File: src/rtl/ej32_rstack_pkg.sv
// ej32_rstack_pkg: return-stack op encoding shared by the unit, its controller and the bench
package ej32_rstack_pkg;
  typedef enum logic [2:0] {rNOP, rPUSH, rPOP, rDEC, rCLR} rs_op_t;
endpackage

File: src/rtl/ej32_rstack_if.sv
// ej32_rstack_if: controller-side op/data bus and status outputs of the return stack
interface ej32_rstack_if
  import ej32_rstack_pkg::*;
#(
  parameter int DSZ = 32,
  parameter int ASZ = 5
);
  logic           en;
  rs_op_t         op;
  logic [DSZ-1:0] d_i;
  logic [DSZ-1:0] r_o;
  logic           z_o;
  logic [ASZ:0]   depth_o;
  logic           ovf_o;
  logic           udf_o;
  modport master (output en, op, d_i, input r_o, z_o, depth_o, ovf_o, udf_o);
  modport slave (input en, op, d_i, output r_o, z_o, depth_o, ovf_o, udf_o);
endinterface

File: src/rtl/ej32_rstack_bram_dp.sv
// bram_dp: simple dual-port EBR clocked on the falling edge so reads land before the next posedge
module bram_dp #(
  parameter int DW = 32,
  parameter int AW = 5
) (
  input  logic          clk,
  input  logic          wr_en,
  input  logic [AW-1:0] wr_addr,
  input  logic [DW-1:0] wr_data,
  input  logic [AW-1:0] rd_addr,
  output logic [DW-1:0] rd_data
);
  logic [DW-1:0] mem [0:(1<<AW)-1];
  always_ff @(negedge clk) begin
    if (wr_en) mem[wr_addr] <= wr_data;
    rd_data <= mem[rd_addr];
  end
endmodule

File: src/rtl/ej32_rstack.sv
// ej32_rstack: eJ32 return stack; top entry in r_o, deeper entries spilled to a negedge EBR
module ej32_rstack
  import ej32_rstack_pkg::*;
#(
  parameter int RS_DEPTH = 32,
  parameter int DSZ      = 32,
  parameter int ASZ      = $clog2(RS_DEPTH)
) (
  input logic clk,
  input logic rst,
  ej32_rstack_if.slave rs
);
  localparam logic [ASZ:0] FULL = (ASZ+1)'(RS_DEPTH);
  localparam logic [ASZ:0] ONE  = (ASZ+1)'(1);
  logic [ASZ-1:0] rp, rp_n, rd_addr;
  logic [ASZ:0]   dep, dep_n;
  logic [DSZ-1:0] r, r_n, rd_q;
  logic           z, z_n, ovf, ovf_n, udf, udf_n, wr_en, pop;
  assign rd_addr = rp - 1'b1;
  bram_dp #(.DW(DSZ), .AW(ASZ)) u_mem (
    .clk(clk), .wr_en(wr_en), .wr_addr(rp), .wr_data(r),
    .rd_addr(rd_addr), .rd_data(rd_q)
  );
  always_comb begin
    r_n = r;
    rp_n = rp;
    dep_n = dep;
    z_n = z;
    ovf_n = ovf;
    udf_n = udf;
    wr_en = 1'b0;
    pop = 1'b0;
    if (rs.en) begin
      z_n = 1'b0;
      case (rs.op)
        rPUSH: if (dep == FULL) ovf_n = 1'b1;
               else begin
                 wr_en = !rst && dep != '0;
                 rp_n = dep != '0 ? rp + 1'b1 : rp;
                 r_n = rs.d_i;
                 dep_n = dep + 1'b1;
               end
        rPOP:  if (dep == '0) udf_n = 1'b1; else pop = 1'b1;
        rDEC:  if (dep == '0) udf_n = 1'b1;
               else if (r != '0) r_n = r - 1'b1;
               else begin
                 pop = 1'b1;
                 z_n = 1'b1;
               end
        rCLR:  begin
                 rp_n = '0;
                 dep_n = '0;
                 r_n = '0;
               end
        default: ;
      endcase
      if (pop) begin
        r_n = dep == ONE ? '0 : rd_q;
        rp_n = dep == ONE ? rp : rp - 1'b1;
        dep_n = dep - 1'b1;
      end
    end
  end
  always_ff @(posedge clk) begin
    if (rst) begin
      r <= '0;
      rp <= '0;
      dep <= '0;
      z <= 1'b0;
      ovf <= 1'b0;
      udf <= 1'b0;
    end else begin
      r <= r_n;
      rp <= rp_n;
      dep <= dep_n;
      z <= z_n;
      ovf <= ovf_n;
      udf <= udf_n;
    end
  end
  // spill and refill addresses are rp and rp-1, so they can never collide
  always_ff @(negedge clk) begin
    if (wr_en) assert (rp != rd_addr);
  end
  assign rs.r_o = r;
  assign rs.z_o = z;
  assign rs.depth_o = dep;
  assign rs.ovf_o = ovf;
  assign rs.udf_o = udf;
endmodule

File: src/flat_wrapper.sv
// flat-port wrapper written by rule: the top's interface ports become plain ports
module ej32_rstack_flat import ej32_rstack_pkg::*;
#(
  parameter int RS_DEPTH = 32,
  parameter int DSZ      = 32,
  parameter int ASZ      = $clog2(RS_DEPTH)
)
  (clk, rst, rs_en, rs_op, rs_d_i, rs_r_o, rs_z_o, rs_depth_o, rs_ovf_o, rs_udf_o);
  ej32_rstack_if #(.DSZ(DSZ), .ASZ(ASZ)) rs_i ();
  input logic clk;
  input logic rst;
  input wire logic [$bits(rs_i.en)-1:0] rs_en;
  input wire logic [$bits(rs_i.op)-1:0] rs_op;
  input wire logic [$bits(rs_i.d_i)-1:0] rs_d_i;
  output wire logic [$bits(rs_i.r_o)-1:0] rs_r_o;
  output wire logic [$bits(rs_i.z_o)-1:0] rs_z_o;
  output wire logic [$bits(rs_i.depth_o)-1:0] rs_depth_o;
  output wire logic [$bits(rs_i.ovf_o)-1:0] rs_ovf_o;
  output wire logic [$bits(rs_i.udf_o)-1:0] rs_udf_o;
  assign rs_i.en = rs_en;
  assign rs_i.op = rs_op;
  assign rs_i.d_i = rs_d_i;
  assign rs_r_o = rs_i.r_o;
  assign rs_z_o = rs_i.z_o;
  assign rs_depth_o = rs_i.depth_o;
  assign rs_ovf_o = rs_i.ovf_o;
  assign rs_udf_o = rs_i.udf_o;
  ej32_rstack #(.RS_DEPTH(RS_DEPTH), .DSZ(DSZ), .ASZ(ASZ)) u_core (.clk(clk), .rst(rst), .rs(rs_i));
endmodule
File: config.mk
export PLATFORM = sky130hd
export DESIGN_NAME = ej32_rstack_flat
export DESIGN_NICKNAME = d
export VERILOG_FILES = /design/src/rtl/ej32_rstack_pkg.sv /design/src/rtl/ej32_rstack_if.sv /design/src/rtl/ej32_rstack_bram_dp.sv /design/src/rtl/ej32_rstack.sv /design/src/flat_wrapper.sv
export SDC_FILE = /design/constraint.sdc
export NUM_CORES = 2
export LEC_CHECK = 0
export CAP_MARGIN = 0
export CORE_ASPECT_RATIO = 1.75
export CORE_MARGIN = 4
export CORE_UTILIZATION = 53
export CTS_CLUSTER_SIZE = 40
export DETAILED_ROUTE_END_ITERATION = 8
export HOLD_SLACK_MARGIN = 0.02
export PLACE_DENSITY = 0.73
export SYNTH_ARGS = -nofsm -noshare
export SYNTH_HDL_FRONTEND = slang
export SYNTH_SLANG_ARGS = --single-unit
File: constraint.sdc
create_clock -name clk -period 5.1 [get_ports clk]
set_input_delay 0.765 -clock clk [delete_from_list [all_inputs] [get_ports clk]]
set_output_delay 0.765 -clock clk [all_outputs]
set_load 0.005 [all_outputs]
# After elaboration in Yosys (flattened, before gate mapping)
# Memories as Yosys holds them, arrays and structs flattened. A register that Yosys moved wholly into a read port is not among the register bits.
# Cells that the tools add are included.
# Widths: inputs -> output; s select.
# op_classes
add_sub_neg	5
n_eq_ne	11
n_mux	25
n_reduce_logical	13
# op_table
op	count
$mux 32	5
$pmux 32 s3	1
$reduce_bool 32->1	1
$sub 32x1->32 const B	1
$mux 5	4
$mux 6	2
$pmux 6 s2	1
$mux 1	10
$pmux 5 s2	1
$reduce_and 5->1	2
$reduce_and 3->1	3
$add 6x1->6 const B	1
$eq 3x2->1 const B	2
$eq 6x1->1 const B	1
$eq 6x6->1 const B	1
$logic_not 6->1	1
$ne 3x1->1 const B	2
$ne 3x3->1 const B	2
$reduce_bool 6->1	1
$sub 6x1->6 const B	1
$add 5x1->5 const B	1
$sub 5x1->5 const B	1
$reduce_bool 4->1	1
$eq 3x1->1 const B	1
other kinds (7)	7
# totals
reg_bits	46
ramBits	1024
in_bits	38
out_inout_bits	41
wordCells	61
n_memories	1
# memory_table
memory	words	word_bits	rd	rd_clocked_by_memory_dff	wr	line	source
u_core.u_mem.mem	32	32	1	1	1	ej32_rstack_bram_dp.sv:13	logic [DW-1:0] mem [0:(1<<AW)-1];

# Depth between registers and ports, before layout
# logic_depth
ltp_word	7
ltp_mapped	11

# By module
# A second synthesis with hierarchy kept.
# hier_totals
cells_unflattened	2728
area_unflattened_um2	44047.2
# modules_own_cells
module	instances	cells_per_inst	area_each_um2
bram_dp	1	2261	40495.1
ej32_rstack	1	467	3552.2

==> summary.txt <==
CTS
  • CTS Hold Bufs: 0
  • Root Buffer: clkbuf_16
  • CTS tree: yes
  • Clock Sinks: 1102
  • Clk_lat worst skew: 740 ps
  • Clock Tree Buf Depth: 3
  • Reg clk slew, reported paths: 80 ps
  • Num CTS Buffers: 99
  • H-tree Lvls: 3

Detailed routing
  • Residual DRC: 0
  • Vias per inst: 6.04
  • Routed WL per cell: 28.3 um
  • Routed Antenna Nets: 0
  • DRT iter0 DRCs: 3744
  • Drt pass-1 iters: 8
  • Vias post-DR: 26.8k
  • Routed wire length: 125000 um

Synth
  • Top cell type's share of synthesized area: 0.716
  • Post-synthesis cell type count: 65
  • Most frequent cell after synthesis: edfxtp_1
  • Synth async-reset ratio: 0
  • Predominant post-synthesis flop cell: edfxtp_1
  • Synthesized Nets: 2041
  • Sequential area share after synthesis: 0.752
  • Post-synth EDFFs: 1024
  • Mapped cell area: 42900 um2
  • Leading cell types by total area after synthesis: edfxtp_1 (72%), mux4_2 (17%), dfxtp_1 (3.6%), mux2_2 (0.84%), clkbuf_1 (0.67%)
  • Synthesized flop and latch total: 1102
  • Synth area leader: edfxtp_1
  • Post-Synthesis Cells: 1992
  • Yosys warns: 0
  • Syn avg cell area: 21.6 um2
  • Post-synth top cells: edfxtp_1 (1024), mux4_2 (320), dfxtp_1 (78)

Worst setup path
  • CP cell instances: inv_6 -> ha_4 -> buf_12 -> buf_12 -> mux4_2 -> mux4_2 -> mux2_2
  • Slowest-stage cell, CP: mux4_2
  • CP Buf/Inv Count: 3
  • Crit path max fanout: 12
  • Worst Setup Start Kind: flip-flop
  • CP peak stage delay: 580 ps
  • WP data arrival: 3140 ps
  • CP Capture Type: flip-flop
  • WP data required: 3120 ps
  • Top delay family on crit path: multiplexers
  • Class of the most critical setup path: reg -> reg

Placement
  • Cell area after placement: 47300 um2
  • GPL Wtd Cong: 0.920
  • Detailed placement HPWL: 73800 um
  • Port Buffers: 78

Status
  • Failing checks: negative setup slack
  • Status: finished, violations left

Pwr
  • Leak: 21.8 nW
  • Pwr dens: 427 nW/um2
  • Max VDD drop: 343 uV

Global route
  • All-layer global routing usage: 0.290
  • GR Overflow Total: 0
  • Number of global-route vias before repair: 29.5k
  • Largest net degree at the start of global routing: 43
  • Global-route wire length before repair: 182000 um
  • Antenna violations before repair: 0

Timing
  • Pins over their slew limit: 0
  • Setup TNS: -28.6 ps
  • Final Hold Fails: 0
  • Slew margin rel.: 0.106
  • Worst-margin pin slew: 1330 ps
  • Endpoints failing setup: 3
  • Max Clock Skew: 46.7 ps
  • Hold Slack: 518 ps
  • RSZ-0062 raised after global routing: true
  • PnR worst setup slack: -21.4 ps

Floorplanning
  • Die W: 223 um
  • Core area: 80100 um2
  • Die area: 85800 um2
  • I/O pin cnt: 79
  • Die H: 385 um
  • Initial core utilization: 0.537
  • Row count: 137

Worst hold path
  • Hold WC Path Type: reg -> reg

Finish
  • Nets: 3360
  • Layout Area Growth over Synthesis: 28.3%
  • Antenna cells: 0
  • Post-route cell area: 55100 um2
  • Fraction of layout cells with a size suffix above 1: 0.232

Flow run
  • Maxcap violations: 0
flip-flops by register name (all words and copies together), names as in the netlist:
register	flops
u_core.rs.r_o	32
u_core.u_mem.rd_data	32
u_core.u_mem.mem	1024
u_core.rs.z_o	1
u_core.rs.udf_o	1
u_core.rs.ovf_o	1
u_core.rp	5
u_core.rs.depth_o	6
worst register-to-register path: cells and delay by family, from the launching register on:
kind	cells	cell delay [ps]
mux	3	1240
buf+inv	3	430
flops	1	430
fa+ha+maj	1	340
logic make-up (layout without fill, tap and decap cells):
| kind of cell | after synthesis | count (layout) | share of synthesized area |
|---|---|---|---|
| compound gates | 142 | 142 | 0.0248 |
| xor+xnor | 17 | 17 | 0.00347 |
| fa+ha+maj | 11 | 11 | 0.00320 |
| buf+inv | 133 | 1531 | 0.0124 |
| flops | 1102 | 1102 | 0.752 |
| mux | 354 | 354 | 0.177 |
| simple gates | 233 | 233 | 0.0272 |
layer usage:
metal  GRT usage  up-vias  part of all wire
met5           0        -                 0
met4       0.178        0             0.056
met3      0.0831      347             0.092
met2       0.480     1804              0.53
met1       0.336    13500              0.33
li1            -    11100                 -
power breakdown:
part / leakage [nW] / total [mW] / internal, mW / switching, mW
clock network: 7.31 / 11.4 / 5.50 / 5.87
registers: 10.2 / 10.3 / 10.1 / 0.253
logic: 4.35 / 1.84 / 0.859 / 0.986
layout make-up:
cell class / instances / area (um2)
clock inverters: 1134 / 4800
clock buffers: 102 / 2550
flip-flops and latches: 1102 / 32300
inverters: 19 / 76.3
multi-input cells: 757 / 10500
repair buffers: 276 / 3550
fillers: 4712 / 24900
well taps: 1042 / 1300
through the flow:
stage | setup slack [ps] | power, mW | utilization | instances
final | -21.4 | 23.5 | 0.688 | 4432
after global routing | -41.1 | 24.9 | 0.688 | 4432
after CTS | -21.1 | 23.6 | 0.685 | 4412
after detailed placement | -403 | 13.4 | 0.591 | 3173
after global placement | -394 | 13.3 | 0.591 | 3173
after floorplan | -224 | 12.6 | - | 1992
placed cells by master, fill, tap and decap left out, types with 17 or more instances in the layout:
| cell | instances |
|---|---|
| buf_12 | 83 |
| edfxtp_1 | 1024 |
| clkinvlp_2 | 18 |
| clkbuf_16 | 106 |
| dfxtp_1 | 60 |
| nor2_4 | 32 |
| a21oi_1 | 20 |
| buf_4 | 97 |
| clkdlybuf4s50_1 | 77 |
| nand2_1 | 42 |
| a221oi_1 | 20 |
| inv_1 | 1090 |
| nor2_1 | 43 |
| nor3_1 | 31 |
| mux2_2 | 28 |
| mux4_2 | 320 |
| dfxtp_2 | 17 |
| o21ai_0 | 20 |
final timing paths:
check	start	to	slack, ps	cells after the start
hold / removal	u_core.rs.r_o[14]$_SDFFE_PP0P_	u_core.rs.r_o[14]$_SDFFE_PP0P_	520	2
setup reg to reg	u_core.rp[0]$_SDFFE_PP0P_	u_core.u_mem.rd_data[14]$_DFF_N_	-20	7
hold reg to reg	u_core.rs.r_o[14]$_SDFFE_PP0P_	u_core.rs.r_o[14]$_SDFFE_PP0P_	520	2
setup / recovery	u_core.rp[0]$_SDFFE_PP0P_	u_core.u_mem.rd_data[14]$_DFF_N_	-20	7
timing repair:
item / CTS / global route
pin swaps: 1 / 2
cloned: 2 / 4
setup buffers: 2 / 15
endpoints found under the setup margin: 15 / 22
resized for setup: 11 / 7
No activity file was read; power rests on OpenSTA's default activity.
